<file path="config.mk">
export PLATFORM = sky130hd
export DESIGN_NAME = ofdm_ppu
export DESIGN_NICKNAME = d
export VERILOG_FILES = /design/src/rtl/ofdm_pkg.sv /design/src/rtl/ppu_sym_cnt.sv /design/src/rtl/ofdm_ppu.sv
export SDC_FILE = /design/constraint.sdc
export NUM_CORES = 1
export LEC_CHECK = 0
export CAP_MARGIN = 20
export CORE_AREA = 2 2 67 69
export DETAILED_ROUTE_END_ITERATION = 7
export DIE_AREA = 0 0 69 71
export PLACE_DENSITY_LB_ADDON = 0.15
export SETUP_SLACK_MARGIN = 0.15
export SLEW_MARGIN = 20
export SYNTH_ARGS = -nofsm -noshare
export SYNTH_HDL_FRONTEND = slang
export SYNTH_HIERARCHICAL = 1
export SYNTH_SLANG_ARGS = --single-unit
export TNS_END_PERCENT = 5
</file>
<file path="constraint.sdc">
create_clock -name clk -period 3.9 [get_ports clk]
set_clock_uncertainty 0.1 [all_clocks]
set_input_delay 0.585 -clock clk [delete_from_list [all_inputs] [get_ports clk]]
set_output_delay 0.585 -clock clk [all_outputs]
set_load 0.01 [all_outputs]
</file>
<file path="src/rtl/ofdm_pkg.sv">
// ofdm_pkg: code-rate encodings, puncture masks/periods and defaults for the OFDM puncturing unit
package ofdm_pkg;
    localparam int RATE_1_2   = 0;
    localparam int RATE_2_3   = 1;
    localparam int RATE_3_4   = 2;
    localparam int N_CBPS_DEF = 384;
    localparam int PHASE_W    = 3;

    // Bit i of a mask is the keep flag for puncture phase i
    localparam logic [7:0] MASK_1_2 = 8'b0000_0011;
    localparam logic [7:0] MASK_2_3 = 8'b0000_0111;
    localparam logic [7:0] MASK_3_4 = 8'b0010_0111;

    localparam int PERIOD_1_2 = 2;
    localparam int PERIOD_2_3 = 4;
    localparam int PERIOD_3_4 = 6;

    function automatic logic [7:0] rate_mask(input int rate);
        return rate == RATE_3_4 ? MASK_3_4 : rate == RATE_2_3 ? MASK_2_3 : MASK_1_2;
    endfunction

    function automatic int rate_period(input int rate);
        return rate == RATE_3_4 ? PERIOD_3_4 : rate == RATE_2_3 ? PERIOD_2_3 : PERIOD_1_2;
    endfunction
endpackage

</file>
<file path="src/rtl/ppu_sym_cnt.sv">
// ppu_sym_cnt: counts kept bits and registers the OFDM symbol index of each emitted bit
module ppu_sym_cnt
    import ofdm_pkg::*;
#(
    parameter int N_CBPS = N_CBPS_DEF,
    parameter int SYM_W  = 4
) (
    input  logic             clk,
    input  logic             rst,
    input  logic             keep,
    output logic [SYM_W-1:0] do_sym_num
);
    localparam logic [11:0] LAST = 12'(N_CBPS - 1);

    logic [11:0]      bit_cnt;
    logic [SYM_W-1:0] sym_cur;

    // do_sym_num captures the index the bit belonged to; sym_cur already points at the next bit
    always_ff @(posedge clk or negedge rst) begin
        if (!rst) begin
            bit_cnt    <= '0;
            sym_cur    <= '0;
            do_sym_num <= '0;
        end else if (keep) begin
            do_sym_num <= sym_cur;
            bit_cnt    <= bit_cnt == LAST ? 12'd0 : bit_cnt + 12'd1;
            sym_cur    <= bit_cnt == LAST ? sym_cur + 1'b1 : sym_cur;
        end
    end
endmodule

</file>
<file path="src/rtl/ofdm_ppu.sv">
// ofdm_ppu: bit-serial puncturer for the rate-1/2 A/B coded stream, tagging each surviving bit with its symbol index
// dout carries the punctured bit; "do" is a reserved word in SystemVerilog
module ofdm_ppu
    import ofdm_pkg::*;
#(
    parameter int RATE   = RATE_3_4,
    parameter int N_CBPS = N_CBPS_DEF,
    parameter int SYM_W  = 4
) (
    input  logic             clk,
    input  logic             rst,
    input  logic             di,
    input  logic             di_vld,
    output logic             dout,
    output logic             do_vld,
    output logic [SYM_W-1:0] do_sym_num
);
    localparam logic [7:0]         MASK = rate_mask(RATE);
    localparam logic [PHASE_W-1:0] LAST = PHASE_W'(rate_period(RATE) - 1);

    logic [PHASE_W-1:0] ph;
    logic               keep;

    assign keep = di_vld & MASK[ph];

    always_ff @(posedge clk or negedge rst) begin
        if (!rst) begin
            ph     <= '0;
            dout   <= 1'b0;
            do_vld <= 1'b0;
        end else begin
            ph     <= di_vld ? (ph == LAST ? '0 : ph + 1'b1) : ph;
            dout   <= keep ? di : dout;
            do_vld <= keep;
        end
    end

    ppu_sym_cnt #(.N_CBPS(N_CBPS), .SYM_W(SYM_W)) u_sym_cnt (
        .clk(clk),
        .rst(rst),
        .keep(keep),
        .do_sym_num(do_sym_num)
    );
endmodule

</file>
==> results.py <==
metrics = {
    "outcome": {
        "status": "completed",
    },
    "clock_tree": {
        "cts_num_sinks": 25,
        "htreeDepth": 1,
        "cts_buffers": 3,
        "clk_pin_slew_ns": 0.08,
        "clk_latency_ns": 0.26,
        "cts_tree": "done",
        "cts_buffer_depth": 2,
        "ctsResizeCount": 0,
        "root_buffer": "clkbuf_8",
        "cts_setup_buffers": 0,
        "ctsHoldBuffers": 0,
    },
    "synthesis": {
        "syn_inst": 106,
        "synth.area.top_cells": "dfrtp_1 (52%), xor2_1 (5.1%), mux2_2 (4.7%), nand2_1 (3.4%), nand3_1 (3.3%)",
        "syn_nets": 112,
        "yosysMostFrequentCell": "dfrtp_1",
        "yosysTopAreaCellShare": 0.518,
        "async_flop_share": 1.00,
        "synthAdderAreaFrac": 0.0207,
        "synthMuxAreaShare": 0.0797,
        "ys.flop_type": "dfrtp_1",
        "synth_edf_count": 0,
        "yosysTopAreaCell": "dfrtp_1",
        "ys_seq_area_frac": 0.518,
        "ys_ff_latch": 25,
        "synth_compound_area_frac": 0.0507,
        "yosys_warnings": 6,
        "netlist_area_um2": 1210,
        "avgSynthCellArea_um2": 11.4,
        "synth-simple-area-share": 0.225,
        "synth_common_cells": "dfrtp_1 (25), nand2_1 (11), nand3_1 (8)",
        "synth_top_family_by_area": "simple AND/OR/NAND/NOR gates",
        "synth_xor_area_frac": 0.0725,
        "synthDistinctLibCells": 32,
    },
    "cells_and_area": {
        "syn_to_final_growth_pct": 15.1,
        "n_antenna_cell": 0,
        "layout-drive-gt1-share": 0.172,
        "fin_util": 0.331,
        "final_cells": 168,
        "fin_nets": 123,
        "fin_area_um2": 1390,
    },
    "drt": {
        "postRouteAntennaNets": 0,
        "drc": 0,
        "drt_iter0_markers": 28,
        "vias": 801,
        "post_drt_via_cell_ratio": 4.77,
        "firstDrtPassIters": 4,
        "wl_per_cell_um": 13.2,
        "wl_um": 2220,
    },
    "pwr": {
        "power_density_nw_per_um2": 538,
        "vdd_drop_max_v": 0.000287,
        "pwr-share-seq": 0.527,
        "switching_share": 0.352,
        "p_leak_nw": 0.613,
        "p_sw_uw": 264,
        "p_int_uw": 485,
        "power_frac_clock": 0.200,
        "combPwrFrac": 0.272,
    },
    "timing": {
        "finalSetupTns_ns": 0,
        "period_minus_slack_ns": 2.46,
        "setup_violations": 0,
        "worst_pin_slew_ns": 0.356,
        "rsz0062_at_grt": "false",
        "maxSlewHeadroom": 0.760,
        "final_max_slew_viol_count": 0,
        "max_freq_mhz": 407,
        "fin_crit_sh": 0.630,
        "timing.hold.ws_ns": 0.368,
        "hold_violations": 0,
    },
    "critical_path": {
        "endpoint_kind": "register",
        "required_ns": 3.96,
        "crit_type": "input port to register",
        "path_max_fanout": 17,
        "timing.critical_path.arrival_ns": 2.52,
        "cp-start-kind": "input port",
        "cpPeakStageDelay_ns": 0.53,
        "crit_chain": "clkdlybuf4s50_1 > and2_4 > nand4_2 > nor4_4 > mux2_4",
        "cp_slowest_cell": "clkdlybuf4s50_1",
        "critPathTopFamily": "simple AND/OR/NAND/NOR gates",
        "path_buf_inv": 1,
    },
    "hold_path": {
        "hp-class": "register to register",
    },
    "floorplan": {
        "fp.dieW_um": 69,
        "ios": 10,
        "fp-row-count": 24,
        "core_area_um2": 4200,
        "start_util": 0.287,
        "die_area_um2": 4900,
        "chipHeight_um": 71,
    },
    "run": {
        "drv_cap": 0,
    },
    "global_routing": {
        "grt_pass1_vias": 819,
        "grt_usage": 0.101,
        "antenna_found_initial": 0,
        "grt_max_degree": 26,
        "grt_pass1_wl_um": 3950,
        "grt-ovfl-total": 0,
    },
    "place": {
        "dp.cells": 164,
        "port_buffers": 9,
        "gp_congestion": 0.805,
        "hpwlAfterDp_um": 1560,
        "placed_area_um2": 1350,
    },
}
[sequential cells by signal, summed over array words and instances, names as in the netlist]
signal / flops
u_sym_cnt/bit_cnt: 12
u_sym_cnt/do_sym_num: 4
u_sym_cnt/sym_cur: 4
ph: 3
do_vld: 1
dout: 1
[path summary, 6_finish.rpt]
check,start,endpoint,slack (ns),cells past startpoint
min in group asynchronous,rst,u_sym_cnt/bit_cnt[10],0.58,2
max in group asynchronous,rst,u_sym_cnt/bit_cnt[1],2.88,2
hold reg to reg,u_sym_cnt/sym_cur[3],u_sym_cnt/sym_cur[3],0.37,1
hold / removal,u_sym_cnt/sym_cur[3],u_sym_cnt/sym_cur[3],0.37,1
setup reg to reg,ph[0],u_sym_cnt/sym_cur[1],1.67,5
setup / recovery,di_vld,u_sym_cnt/sym_cur[1],1.44,5
[cells by family (layout without fill, tap and decap cells)]
logic type,Yosys count,after routing
AOI/OAI and AO/OA,10,10
and+or+nand+nor,43,43
adders and majority gates,2,2
xor gates and xnor gates,10,10
buffers and inverters,8,18
muxes,8,8
DFF,25,25
[power by group through the flow]
stage | clock (mW) | sequential (mW) | combinational [mW]
finish | 0.150 | 0.395 | 0.204
CTS | 0.160 | 0.395 | 0.208
global placement | 0 | 0.398 | 0.201
floorplan | 0 | 0.371 | 0.172
global route | 0.172 | 0.409 | 0.230
detailed placement | 0 | 0.399 | 0.207
[area by class of cell]
cell class                 instances  area, um2
tap                               52       65.1
multi-input combinational         73        542
fill                             443       2810
inverter                           4       15.0
clock inverter                     1       5.00
timing repair buffer              10       97.6
clock buffer                       3       41.3
sequential                        25        626
[routing by layer]
metal | GRT usage | up-vias | wire (um)
met3 | 0.0356 | 2 | 68
met4 | 0.0261 | 0 | 19
met5 | 0 | - | 0
li1 | - | 400 | -
met1 | 0.132 | 389 | 1090
met2 | 0.162 | 10 | 1040
[layout by cell type (no fill, tap or decap), types with 3 or more instances in the layout]
| cell type | instances |
|---|---|
| clkdlybuf4s50_1 | 9 |
| dfrtp_1 | 25 |
| xor2_1 | 7 |
| inv_1 | 4 |
| nand4_1 | 6 |
| nor4_2 | 3 |
| o21ai_0 | 4 |
| mux2_2 | 5 |
| xnor2_1 | 3 |
| nand3_1 | 8 |
| nor3_1 | 5 |
| nand2_1 | 11 |
| clkbuf_8 | 3 |
[through the flow]
stage	setup WS, ns	power [mW]
after floorplan	1.95	0.543
after global placement	1.22	0.599
after detailed placement	1.13	0.606
after CTS	1.43	0.763
after global routing	1.35	0.811
final	1.44	0.749
(Power assumes the default switching activity.)
